### src/rtl/shade_scheduler.sv
// Round-robin front end for a shared, non-stallable shading pipeline.
// Credit-gated issue, in-order tag FIFO and a registered FWFT output FIFO.
module shade_scheduler #(
    parameter int unsigned N_REQ     = 2,
    parameter int unsigned PIX_W     = 20,
    parameter int unsigned OUT_DEPTH = 8,
    parameter int unsigned SH_LAT    = 4
) (
    input  logic                     clk,
    input  logic                     rst,
    input  logic [N_REQ-1:0]         req_valid,
    output logic [N_REQ-1:0]         req_ready,
    input  logic [N_REQ-1:0]         req_hit,
    input  logic [N_REQ*96-1:0]      req_normal,
    input  logic [N_REQ*96-1:0]      req_light,
    input  logic [N_REQ*PIX_W-1:0]   req_pix,
    output logic                     sh_valid,
    output logic                     sh_hit,
    output logic [95:0]              sh_normal,
    output logic [95:0]              sh_light,
    input  logic [23:0]              sh_shade,
    input  logic                     sh_valid_out,
    output logic                     pix_valid,
    input  logic                     pix_ready,
    output logic [23:0]              pix_rgb,
    output logic [PIX_W-1:0]         pix_idx,
    output logic [31:0]              pix_count,
    output logic                     err
);

    localparam int unsigned VEC_W = 96;
    localparam int unsigned RGB_W = 24;
    localparam int unsigned AW    = $clog2(OUT_DEPTH);
    localparam int unsigned CNT_W = AW + 1;
    localparam int unsigned GW    = $clog2(N_REQ);
    localparam int unsigned OW    = RGB_W + PIX_W;

    logic [GW-1:0]    last_grant;
    logic [GW-1:0]    win;
    logic             found;
    logic             credit_ok;
    logic             xfer;
    logic             win_hit;
    logic [VEC_W-1:0] win_normal;
    logic [VEC_W-1:0] win_light;
    logic [PIX_W-1:0] win_pix;

    logic [CNT_W-1:0] inflight;
    logic [CNT_W-1:0] out_count;
    logic [CNT_W-1:0] out_count_next;
    logic [AW-1:0]    tag_wp, tag_rp;
    logic [AW-1:0]    o_wp, o_rp, o_rp_next;
    logic [PIX_W-1:0] tag_mem [OUT_DEPTH];
    logic [OW-1:0]    o_mem [OUT_DEPTH];
    logic [OW-1:0]    push_data;
    logic [OW-1:0]    head_next;
    logic             tag_pop, ret_err, opush, opop;

    // Round-robin search starting after the last granted core, plus winner mux
    always_comb begin
        found      = 1'b0;
        win        = last_grant;
        win_hit    = 1'b0;
        win_normal = '0;
        win_light  = '0;
        win_pix    = '0;
        for (int k = 1; k <= int'(N_REQ); k++) begin
            if (!found && req_valid[(int'(last_grant) + k) % int'(N_REQ)]) begin
                found = 1'b1;
                win   = GW'((int'(last_grant) + k) % int'(N_REQ));
            end
        end
        for (int i = 0; i < int'(N_REQ); i++) begin
            if (win == GW'(i)) begin
                win_hit    = req_hit[i];
                win_normal = req_normal[i*VEC_W +: VEC_W];
                win_light  = req_light[i*VEC_W +: VEC_W];
                win_pix    = req_pix[i*PIX_W +: PIX_W];
            end
        end
    end

    // Inflight equals tag FIFO occupancy, so it doubles as the tag count
    assign credit_ok = ({1'b0, inflight} + {1'b0, out_count}) < (CNT_W + 1)'(OUT_DEPTH);
    assign xfer      = found && credit_ok;
    assign req_ready = xfer ? (N_REQ'(1) << win) : '0;

    assign tag_pop   = sh_valid_out && (inflight != '0);
    assign ret_err   = sh_valid_out && (inflight == '0);
    assign opush     = tag_pop;
    assign opop      = pix_valid && pix_ready;
    assign push_data = {tag_mem[tag_rp], sh_shade};
    assign o_rp_next = opop ? o_rp + AW'(1) : o_rp;

    // Next head of the output FIFO; a push into an empty slot bypasses memory
    always_comb begin
        out_count_next = out_count;
        case ({opush, opop})
            2'b10:   out_count_next = out_count + CNT_W'(1);
            2'b01:   out_count_next = out_count - CNT_W'(1);
            default: out_count_next = out_count;
        endcase
        if (out_count_next == '0)
            head_next = '0;
        else if (opush && (o_rp_next == o_wp))
            head_next = push_data;
        else
            head_next = o_mem[o_rp_next];
    end

    always_ff @(posedge clk) begin
        if (xfer)
            tag_mem[tag_wp] <= win_pix;
        if (opush)
            o_mem[o_wp] <= push_data;
    end

    always_ff @(posedge clk) begin
        if (rst) begin
            last_grant <= GW'(N_REQ - 1);
            sh_valid   <= 1'b0;
            sh_hit     <= 1'b0;
            sh_normal  <= '0;
            sh_light   <= '0;
            inflight   <= '0;
            tag_wp     <= '0;
            tag_rp     <= '0;
            out_count  <= '0;
            o_wp       <= '0;
            o_rp       <= '0;
            pix_valid  <= 1'b0;
            pix_rgb    <= '0;
            pix_idx    <= '0;
            pix_count  <= '0;
            err        <= 1'b0;
        end else begin
            sh_valid  <= xfer;
            sh_hit    <= xfer && win_hit;
            sh_normal <= xfer ? win_normal : '0;
            sh_light  <= xfer ? win_light : '0;
            if (xfer) begin
                last_grant <= win;
                tag_wp     <= tag_wp + AW'(1);
            end
            if (tag_pop)
                tag_rp <= tag_rp + AW'(1);
            case ({xfer, tag_pop})
                2'b10:   inflight <= inflight + CNT_W'(1);
                2'b01:   inflight <= inflight - CNT_W'(1);
                default: inflight <= inflight;
            endcase
            if (opush)
                o_wp <= o_wp + AW'(1);
            o_rp      <= o_rp_next;
            out_count <= out_count_next;
            pix_valid <= (out_count_next != '0);
            {pix_idx, pix_rgb} <= head_next;
            if (opop)
                pix_count <= pix_count + 32'd1;
            if (ret_err)
                err <= 1'b1;
        end
    end

    a_no_overflow: assert property (@(posedge clk) disable iff (rst)
        !(opush && !opop && (out_count == CNT_W'(OUT_DEPTH))));

    a_fixed_latency: assert property (@(posedge clk) disable iff (rst)
        sh_valid |-> ##SH_LAT sh_valid_out);

endmodule

### config.mk
export PLATFORM = sky130hd
export DESIGN_NAME = shade_scheduler
export DESIGN_NICKNAME = d
export VERILOG_FILES = /design/src/rtl/shade_scheduler.sv
export SDC_FILE = /design/constraint.sdc
export NUM_CORES = 1
export LEC_CHECK = 0
export ABC_AREA = 1
export BUFFER_PORTS_ARGS = -buffer_cell sky130_fd_sc_hd__buf_2
export CORE_MARGIN = 1.5
export CORE_UTILIZATION = 30
export DETAILED_ROUTE_END_ITERATION = 8
export GPL_TIMING_DRIVEN = 0
export PLACE_DENSITY = 0.45
export SLEW_MARGIN = 20
export SYNTH_ARGS = -nofsm -noshare
export SYNTH_HDL_FRONTEND = slang
export SYNTH_SLANG_ARGS = --single-unit
### constraint.sdc
create_clock -name clk -period 4 [get_ports clk]
set_clock_uncertainty 0.2 [all_clocks]
set_input_delay 0.4 -clock clk [delete_from_list [all_inputs] [get_ports clk]]
set_output_delay 0.4 -clock clk [all_outputs]
set_load 0.02 [all_outputs]
Word-level counts from Yosys, hierarchy flattened
Memory sizes are Yosys's and may differ from the RTL's. A register that Yosys moved wholly into a read port is not among the register bits.
Cells that the tools add are included.
{ "classes": {"n_bitwise": 3, "shift": 1, "magnitude_cmp": 3, "add_sub_neg": 12, "eq_ne": 4, "n_mux": 24, "reduce_logical": 14} }
{ "op_table": {"columns": ["operator", "count"], "rows": [
  ["two-way mux 96 bit", 2],
  ["adder 32 x 1 -> 32 bit (second input constant)", 1],
  ["two-way mux 20 bit", 1],
  ["one-hot mux 4 bit (2 select lines)", 2],
  ["two-way mux 1 bit", 15],
  ["adder 3 x 1 -> 3 bit (second input constant)", 4],
  ["two-way mux 3 bit", 3],
  ["adder 4 x 1 -> 4 bit (second input constant)", 2],
  ["logical NOT 4 bit", 2],
  ["nonzero test 4 bit", 2],
  ["subtractor 4 x 1 -> 4 bit (second input constant)", 2],
  ["logical AND 1 bit", 6],
  ["< comparator 2 x 3 -> 1 bit (second input constant)", 2],
  ["adder 4 x 4 -> 5 bit", 1],
  ["< comparator 5 x 4 -> 1 bit (second input constant)", 1],
  ["equality test 2 x 1 -> 1 bit (second input constant)", 2],
  ["equality test 2 bit (second input constant)", 2],
  ["OR reduction 2 bit", 2],
  ["adder 1 bit (second input constant)", 2],
  ["bitwise AND 1 bit (first input constant)", 2],
  ["two-way mux 2 bit", 1],
  ["nonzero test 2 bit", 1],
  ["<< shifter 1 x 1 -> 2 bit (first input constant)", 1],
  ["logical NOT 1 bit", 1],
  ["NOT 1 bit", 1]
]} }
{ "word_totals": {"out_inout_bits": 274, "ff_bits": 249, "ram_bits": 512, "n_memories": 2, "inputBits": 456, "elab_cells": 77} }
{ "mem_list": {"columns": ["name", "words", "width", "rd", "rd_ports_with_merged_regs", "wr", "line_no", "source"], "rows": [
  ["o_mem", 8, 44, 1, 1, 1, "54", "logic [OW-1:0] o_mem [OUT_DEPTH];"],
  ["tag_mem", 8, 20, 1, 1, 1, "53", "logic [PIX_W-1:0] tag_mem [OUT_DEPTH];"]
]} }

Logic depth before layout (Yosys ltp)
Gate-level depths: netlist (run 1).
{ "depth": {"depth_word": 12, "mapped_depth": 18, "depth_no_buf": 16} }

Worst setup path after synthesis (run 1)
No wires, ideal clock.
{ "synth_timing": {"path_type": "register -> register", "from": "register inflight[2]", "to": "memory o_mem[0][0] in the netlist's numbering, enable pin", "path_slack_ns": 0.492, "path_stages_with_launch": 8, "setup_time_ns": 0.446, "period_less_slack_ns": 3.508, "path_buffers": 1, "t_required_ns": 3.354, "arrival_ns": 2.862, "cell_sequence": "dfxtp_1 > nor2_2 > nand2_1 > nand2_1 > buf_4 > clkinv_1 > nand2_1 > nor2_1"} }
{ "synth_via": {"elab_chain_len": 4} }
{ "synth_rtl": {"columns": ["element", "line_no", "source"], "rows": [
  ["start: declaration", "48", "logic [CNT_W-1:0] inflight;"],
  ["start signal: assignment", "148", "2'b10: inflight <= inflight + CNT_W'(1);"],
  ["start signal: assignment", "149", "2'b01: inflight <= inflight - CNT_W'(1);"],
  ["start signal: assignment", "150", "default: inflight <= inflight;"],
  ["nonzero test 4 bit", "88", "assign tag_pop = sh_valid_out && (inflight != '0);"],
  ["logical AND 1 bit", "88", null],
  ["named net opush", "57", "logic tag_pop, ret_err, opush, opop;"],
  ["two-way mux 1 bit", "114", "if (opush)"],
  ["two-way mux 1 bit (implied by the code)", "115", "o_mem[o_wp] <= push_data;"],
  ["end: declaration", "54", null]
]} }
The timed path passes the listed nets, and every way through them passes these cells.

Final worst setup path (run 1)
{ "layout_timing": {"from": "register pix_valid", "to": "register pix_idx[3]"} }
{ "layout_via": {"elab_chain_len": 5, "word_cells_on_any_way": 7, "classes_between": "2 x eq/ne; 2 x mux; 3 x reduce/logical"} }
{ "layout_rtl": {"columns": ["element", "line_no", "source"], "rows": [
  ["start: declaration", "23", "output logic pix_valid,"],
  ["start signal: assignment", "156", "pix_valid <= (out_count_next != '0);"],
  ["logical AND 1 bit *", "91", "assign opop = pix_valid && pix_ready;"],
  ["named net opop", "57", null],
  ["equality test 2 x 1 -> 1 bit / equality test 2 bit (equally long branches)", "98", "case ({opush, opop})"],
  ["one-hot mux 4 bit (2 select lines)", "98", null],
  ["logical NOT 4 bit", "103", "if (out_count_next == '0)"],
  ["OR reduction 2 bit (no source line)", null, null],
  ["end signal: assignment", "157", "{pix_idx, pix_rgb} <= head_next;"],
  ["end: declaration", "26", "output logic [PIX_W-1:0] pix_idx,"]
]} }
The timed path passes the listed nets; every way through them passes the cells marked *.
A chain may end at the register's enable or synchronous reset.

==> flow_metrics.env, run 1 <==
export IMPL_die_area_mm2=0.109
export IMPL_hold_viol=1
export IMPL_avgSynthCellArea_um2=9.84
export IMPL_initial_core_util=0.304
export IMPL_grt_setup_unrepaired="yes"
export IMPL_fmax_mhz=259
export IMPL_drive_gt1_frac=0.221
export IMPL_place_gp_congestion=1.03
export IMPL_slew_headroom=0.281
export IMPL_worst_setup_path_type="reg -> reg"
export IMPL_maxCapViolCount=0
export IMPL_synth_mux_area_frac=0
export IMPL_synth_edff_count=512
export IMPL_cp_start_kind="register"
export IMPL_path_max_fanout=10
export IMPL_p_leak_nw=19.5
export IMPL_synth_xor_area_frac=0.00273
export IMPL_numPortBuffers=728
export IMPL_grt_pass1_vias=27100
export IMPL_post_route_drc_count=0
export IMPL_synth_cells=3258
export IMPL_synth_adder_area_share=0.00507
export IMPL_synth_warnings=0
export IMPL_grt_pass1_wl_um=189000
export IMPL_worstPathArrival_ps=4180
export IMPL_slowest_stage="dfxtp_1"
export IMPL_root_buffer="clkbuf_16"
export IMPL_final_antenna_net_count=0
export IMPL_clock_sink_count=808
export IMPL_drt_iter0_drc=2109
export IMPL_overflow=0
export IMPL_hpwl_um=102000
export IMPL_yosys_top_cells_area="edfxtp_1 (48%), dfxtp_1 (18%), nand2_1 (13%)"
export IMPL_synth_top_area_share=0.480
export IMPL_place_area_mm2=0.0381
export IMPL_dr_pass1_iters=7
export IMPL_finalNonFillerCells=5986
export IMPL_worstPathCellList="nand2_4 -> inv_2 -> clkbuf_1 -> ha_1 -> xor2_1 -> ha_1 -> o21ai_0 -> a21oi_1 -> inv_1 -> nand2_2 -> nor2_8 -> buf_6 -> nor2_1"
export IMPL_drt_wl_total_um=136000
export IMPL_vias=27800
export IMPL_synth_main_ff_cell="edfxtp_1"
export IMPL_cts_setup_buffers=0
export IMPL_period_share=0.965
export IMPL_place_ws_ps=140
export IMPL_r2r_slack_ps=140
export IMPL_violations="negative hold slack"
export IMPL_synth_top_family_by_area="simple AND/OR/NAND/NOR gates"
export IMPL_final_design_area_no_fill_mm2=0.0450
export IMPL_viasPerCell=4.65
export IMPL_cts_buffers=94
export IMPL_hold_ws_ps=-11.4
export IMPL_path_clk_slew_ps=60
export IMPL_min_period_ps=3860
export IMPL_synthSimpleGateAreaFrac=0.197
export IMPL_power_per_cell_area_mw_per_mm2=699
export IMPL_rows=119
export IMPL_synth_largest_area_cell="edfxtp_1"
export IMPL_synth_compound_area_share=0.0808
export IMPL_cts_tree="done"
export IMPL_outcome="finished, violations left"
export IMPL_area_growth_pct=40.5
export IMPL_fillers=10400
export IMPL_synth_top_cells_by_count="nand2_1 (1077), edfxtp_1 (512), dfxtp_1 (296)"
export IMPL_ys_types=43
export IMPL_syn_nets=3727
export IMPL_antenna_found_initial=23
export IMPL_synth_async_sr_flop_share=0
export IMPL_core_area_mm2=0.106
export IMPL_worst_slack_ps=142
export IMPL_h_tree_depth=3
export IMPL_setup_viol=0
export IMPL_num_io_pins=730
export IMPL_yosysMostFrequentCell="nand2_1"
export IMPL_cts_buffer_depth=3
export IMPL_grt_max_degree=21
export IMPL_dieWidth_um=330
export IMPL_path_common_cell="ha_1"
export IMPL_dpl_cell_count=5406
export IMPL_yosysSeqAreaShare=0.664
export IMPL_grtUsageTotal=0.243
export IMPL_vdd_drop_max_uv=384
export IMPL_ys_ff_latch=808
export IMPL_avgRoutedWirePerCell_um=22.7
export IMPL_hold_class="in -> reg"
export IMPL_die_y_um=330
export IMPL_slew_violations=0
export IMPL_max_stage_delay_ps=550
export IMPL_num_nets_final=4968
export IMPL_required_ps=4320
export IMPL_netlist_area_mm2=0.0321
export IMPL_max_slew_worst_pin_slew_ps=1080
export IMPL_insertion_delay_ps=670
export IMPL_critPathCaptureType="register"
==> state kept, by name (all words and copies together), names as in the netlist, 4 cells and up, named ones only <==
name	count
o_mem	352
tag_mem	160
sh_light	96
sh_normal	96
pix_count	32
pix_rgb	24
pix_idx	20
inflight	4
out_count	4
==> final cells by class <==
type	instances	area, µm²	share of cell area
flip-flops and latches	808	21300	0.473
diodes	18	45.0	0.00100
inverters	185	697	0.0155
well taps	1391	1740	0.0386
multi-input cells	2080	9290	0.206
repair buffers	1145	8100	0.180
plain buffers	185	896	0.0199
clock buffers	129	2640	0.0586
clock inverters	45	340	0.00756
==> cells in the final DEF (no fill, tap or decap), types with 6 or more instances in the layout <==
cell           instances
buf_16                13
or2_0                  8
buf_6                 15
o22ai_1               40
inv_1                177
xor2_1                 9
o21ai_0              122
buf_12                 7
dfxtp_1              296
clkbuf_16            100
buf_4                 16
nand3_1              187
nand4_1                9
nor2_4                13
nor2_2                 6
diode_2               18
o21ai_1               22
clkinv_2              21
ha_1                  13
buf_2                780
nand2_1             1077
o211ai_1              24
clkinv_1              12
nor2_1               217
or2_1                 15
dlygate4sd3_1        388
a21oi_1              274
clkbuf_1             132
edfxtp_1             512
nor3_1                13
==> stage by stage <==
step                hold WS [ps]  utilization  total power, mW  TNS, ps
floorplan                    243            -             17.3        0
global placement             251        0.355             22.2  -758640
detailed placement           261        0.361             22.4        0
CTS                         1.03        0.426             31.6        0
global route                5.71        0.427             33.1    -76.8
finish                     -11.4        0.427             31.5        0
==> metal layers <==
metal,vias to the layer above,share of wire,track usage
met5,-,0.00068,0.0252
met4,14,0.035,0.0812
met3,243,0.088,0.0883
met2,1016,0.44,0.370
met1,13100,0.43,0.316
li1,13400,-,-
==> where the power goes <==
group / switching [mW] / leakage [nW] / internal [mW]
clock network: 3.62 / 1.46 / 4.78
registers: 0.688 / 7.08 / 10.9
logic: 8.07 / 10.9 / 3.45
total: 12.4 / 19.5 / 19.1
==> worst max-delay path: cells and delay by family, from the launching register on <==
kind	cells	cell delay, ps
simple gates	4	770
compound gates	2	350
xor+xnor	1	210
buf+inv	4	980
fa+ha+maj	2	610
flops	1	550
==> path summary, 6_finish.rpt <==
check / start / endpoint / cells past startpoint
hold / removal: req_normal[187] / sh_normal[91] / 3
setup reg to reg: pix_valid / pix_idx[3] / 13
setup / recovery: pix_valid / pix_idx[3] / 13
hold reg to reg: last_grant / last_grant / 2
==> timing repair <==
action                                  in CTS  in global routing
hold buffers                               383                  5
endpoints found under the hold margin      388                  3
endpoints found under the setup margin       0                 10
resized for setup                            0                  5
==> cells by family after synthesis <==
| kind of cell | Yosys count |
|---|---|
| buf+inv | 370 |
| fa+ha+maj | 13 |
| compound gates | 490 |
| xor+xnor | 10 |
| flops | 808 |
| simple gates | 1567 |
Power figures use the tool's default switching activity.
==> run 2, diff against run 1 <==
- GPL_ROUTABILITY_DRIVEN: unset -> 1
- PLACE_DENSITY: 0.45 -> unset
- PLACE_DENSITY_LB_ADDON: unset -> 0.2
==> flow_metrics.env, run 2 (same netlist as run 1, synthesis figures left out) <==
export IMPL_critPathCaptureType="register"
export IMPL_core_area_mm2=0.106
export IMPL_drt_iter0_drc=2367
export IMPL_clock_sink_count=808
export IMPL_cts_buffer_depth=3
export IMPL_cts_tree="done"
export IMPL_insertion_delay_ps=680
export IMPL_r2r_end="sh_normal[92]"
export IMPL_min_period_ps=3770
export IMPL_hpwl_um=103000
export IMPL_vias=28200
export IMPL_final_antenna_net_count=0
export IMPL_max_stage_delay_ps=950
export IMPL_grt_pass1_wl_um=190000
export IMPL_rows=119
export IMPL_dpl_cell_count=5406
export IMPL_fmax_mhz=265
export IMPL_die_y_um=330
export IMPL_drive_gt1_frac=0.222
export IMPL_place_gp_congestion=0.964
export IMPL_dr_pass1_iters=6
export IMPL_top_layer_used="met5"
export IMPL_hold_viol=0
export IMPL_met1_length_um=56500
export IMPL_power_per_cell_area_mw_per_mm2=709
export IMPL_slew_violations=0
export IMPL_drt_wl_total_um=136000
export IMPL_slew_headroom=0.226
export IMPL_h_tree_depth=3
export IMPL_worst_r2r_cell_count=10
export IMPL_largest_reg_flops=352
export IMPL_wl_met2_um=62600
export IMPL_maxCapViolCount=0
export IMPL_cts_buffers=92
export IMPL_worstPathCellList="ha_1 -> nand2_1 -> nor2_1 -> o21ai_0 -> nand2_1 -> nor2_2 -> inv_1 -> clkbuf_1 -> clkbuf_1 -> a21oi_1"
export IMPL_grt_setup_unrepaired="no"
export IMPL_holdPathEnd="sh_normal[91]"
export IMPL_num_nets_final=4986
export IMPL_overflow=0
export IMPL_met3WireLength_um=11400
export IMPL_path_clk_slew_ps=60
export IMPL_r2r_slack_ps=230
export IMPL_root_buffer="clkbuf_16"
export IMPL_numPortBuffers=728
export IMPL_top_register="o_mem"
export IMPL_layout_commonest_cell="nand2_1"
export IMPL_initial_core_util=0.304
export IMPL_top_regs="o_mem (352), tag_mem (160)"
export IMPL_reg2reg_from="out_count[1]"
export IMPL_avgRoutedWirePerCell_um=22.7
export IMPL_slowest_stage="a21oi_1"
export IMPL_setup_tns_ps=0
export IMPL_path_max_fanout=10
export IMPL_outcome="finished clean"
export IMPL_finalNonFillerCells=6000
export IMPL_die_area_mm2=0.109
export IMPL_worstPathArrival_ps=4000
export IMPL_cts_setup_buffers=0
export IMPL_max_slew_worst_pin_slew_ps=1160
export IMPL_cp_start_kind="register"
export IMPL_grtUsageTotal=0.243
export IMPL_grt_pass1_vias=27100
export IMPL_period_share=0.943
export IMPL_num_io_pins=730
export IMPL_setup_viol=0
export IMPL_holdPathStages=3
export IMPL_area_growth_pct=41.9
export IMPL_antenna_found_initial=25
export IMPL_hold_class="in -> reg"
export IMPL_dieWidth_um=330
export IMPL_min_delay_start="req_normal[91]"
export IMPL_required_ps=4230
export IMPL_grt_max_degree=21
export IMPL_viasPerCell=4.69
export IMPL_p_leak_nw=19.7
export IMPL_vdd_drop_max_uv=435
export IMPL_post_route_drc_count=0
export IMPL_critical_path_top_delay_family="compound AO/OA/AOI/OAI gates"
export IMPL_worst_setup_path_type="reg -> reg"
export IMPL_final_cell_mix="nand2_1 (1077), buf_2 (780), edfxtp_1 (512)"
export IMPL_worst_path_buf_inv=3
[run 2: changes by cell type in the layout (fill, tap and decap cells not counted), moves of 3 or more]
cell,delta
clkbuf_16,-5
clkinv_1,+4
diode_2,-4
clkbuf_1,-15
clkinv_2,-6
bufinv_16,+13
dlygate4sd3_1,+20
a21oi_1,+3
inv_4,+3
a21oi_2,-3
[run 2: through the flow]
step / setup WS, ps / hold WS, ps / instance area [µm²] / power, mW / util
2_1_floorplan: 492 / 243 / 32100 / 17.3 / -
3_3_place_gp: -1920 / 253 / 37400 / 22.2 / 0.355
3_5_place_dp: 109 / 276 / 38100 / 22.5 / 0.361
4_1_cts: 95.2 / 2.66 / 45500 / 32.4 / 0.431
5_1_grt: 105 / 38.7 / 45500 / 33.8 / 0.431
6_report: 230 / 13.2 / 45500 / 32.2 / 0.431
[run 2: how the worst max path moves through the flow]
stage,cells past startpoint,start,to
floorplan,7,inflight[2],o_mem[0][0]
global placement,7,inflight[2],o_mem[4][23]
detailed placement,8,req_valid[0],sh_normal[87]
CTS,10,out_count[1],sh_normal[87]
global route,11,inflight[1],sh_light[87]
finish,10,out_count[1],sh_normal[92]
[run 2: what timing repair did]
action / in CTS / in global routing
setup endpoints to repair: 0 / 14
hold buffers: 408 / 0
gates resized for setup: 0 / 3
hold endpoints to repair: 484 / 0
[run 2: worst register-to-register path, delay by kind of cell, from the launching register on]
family	cells	cell delay, ps
AO/OA/AOI/OAI	2	1090
buffers and inverters	3	990
AND/OR/NAND/NOR	4	500
flip-flops	1	450
adder cells (fa/ha/maj)	1	280
[run 2: area by class of cell]
type | instances | area [µm²]
Buffer | 185 | 896
Clock inverter | 61 | 774
Antenna cell | 14 | 35.0
Timing Repair Buffer | 1165 | 8280
Clock buffer | 111 | 2490
Inverter | 185 | 697
Sequential cell | 808 | 21300
Tap cell | 1391 | 1740
Multi-Input combinational cell | 2080 | 9280
Fill cell | 10400 | 60100
[run 2: layer usage]
layer  up-vias  global-route usage
li1      13400                   -
met1     13400               0.312
met2      1143               0.390
met3       238              0.0678
met4        10              0.0890
met5         -              0.0122
[run 2: where the power goes]
part / switching (mW) / total [mW] / internal, mW / leakage [nW]
Clock: 3.62 / 9.06 / 5.43 / 1.59
Sequential: 0.658 / 11.5 / 10.9 / 7.08
Combinational: 8.15 / 11.7 / 3.51 / 11.0
Total: 12.4 / 32.2 / 19.8 / 19.7
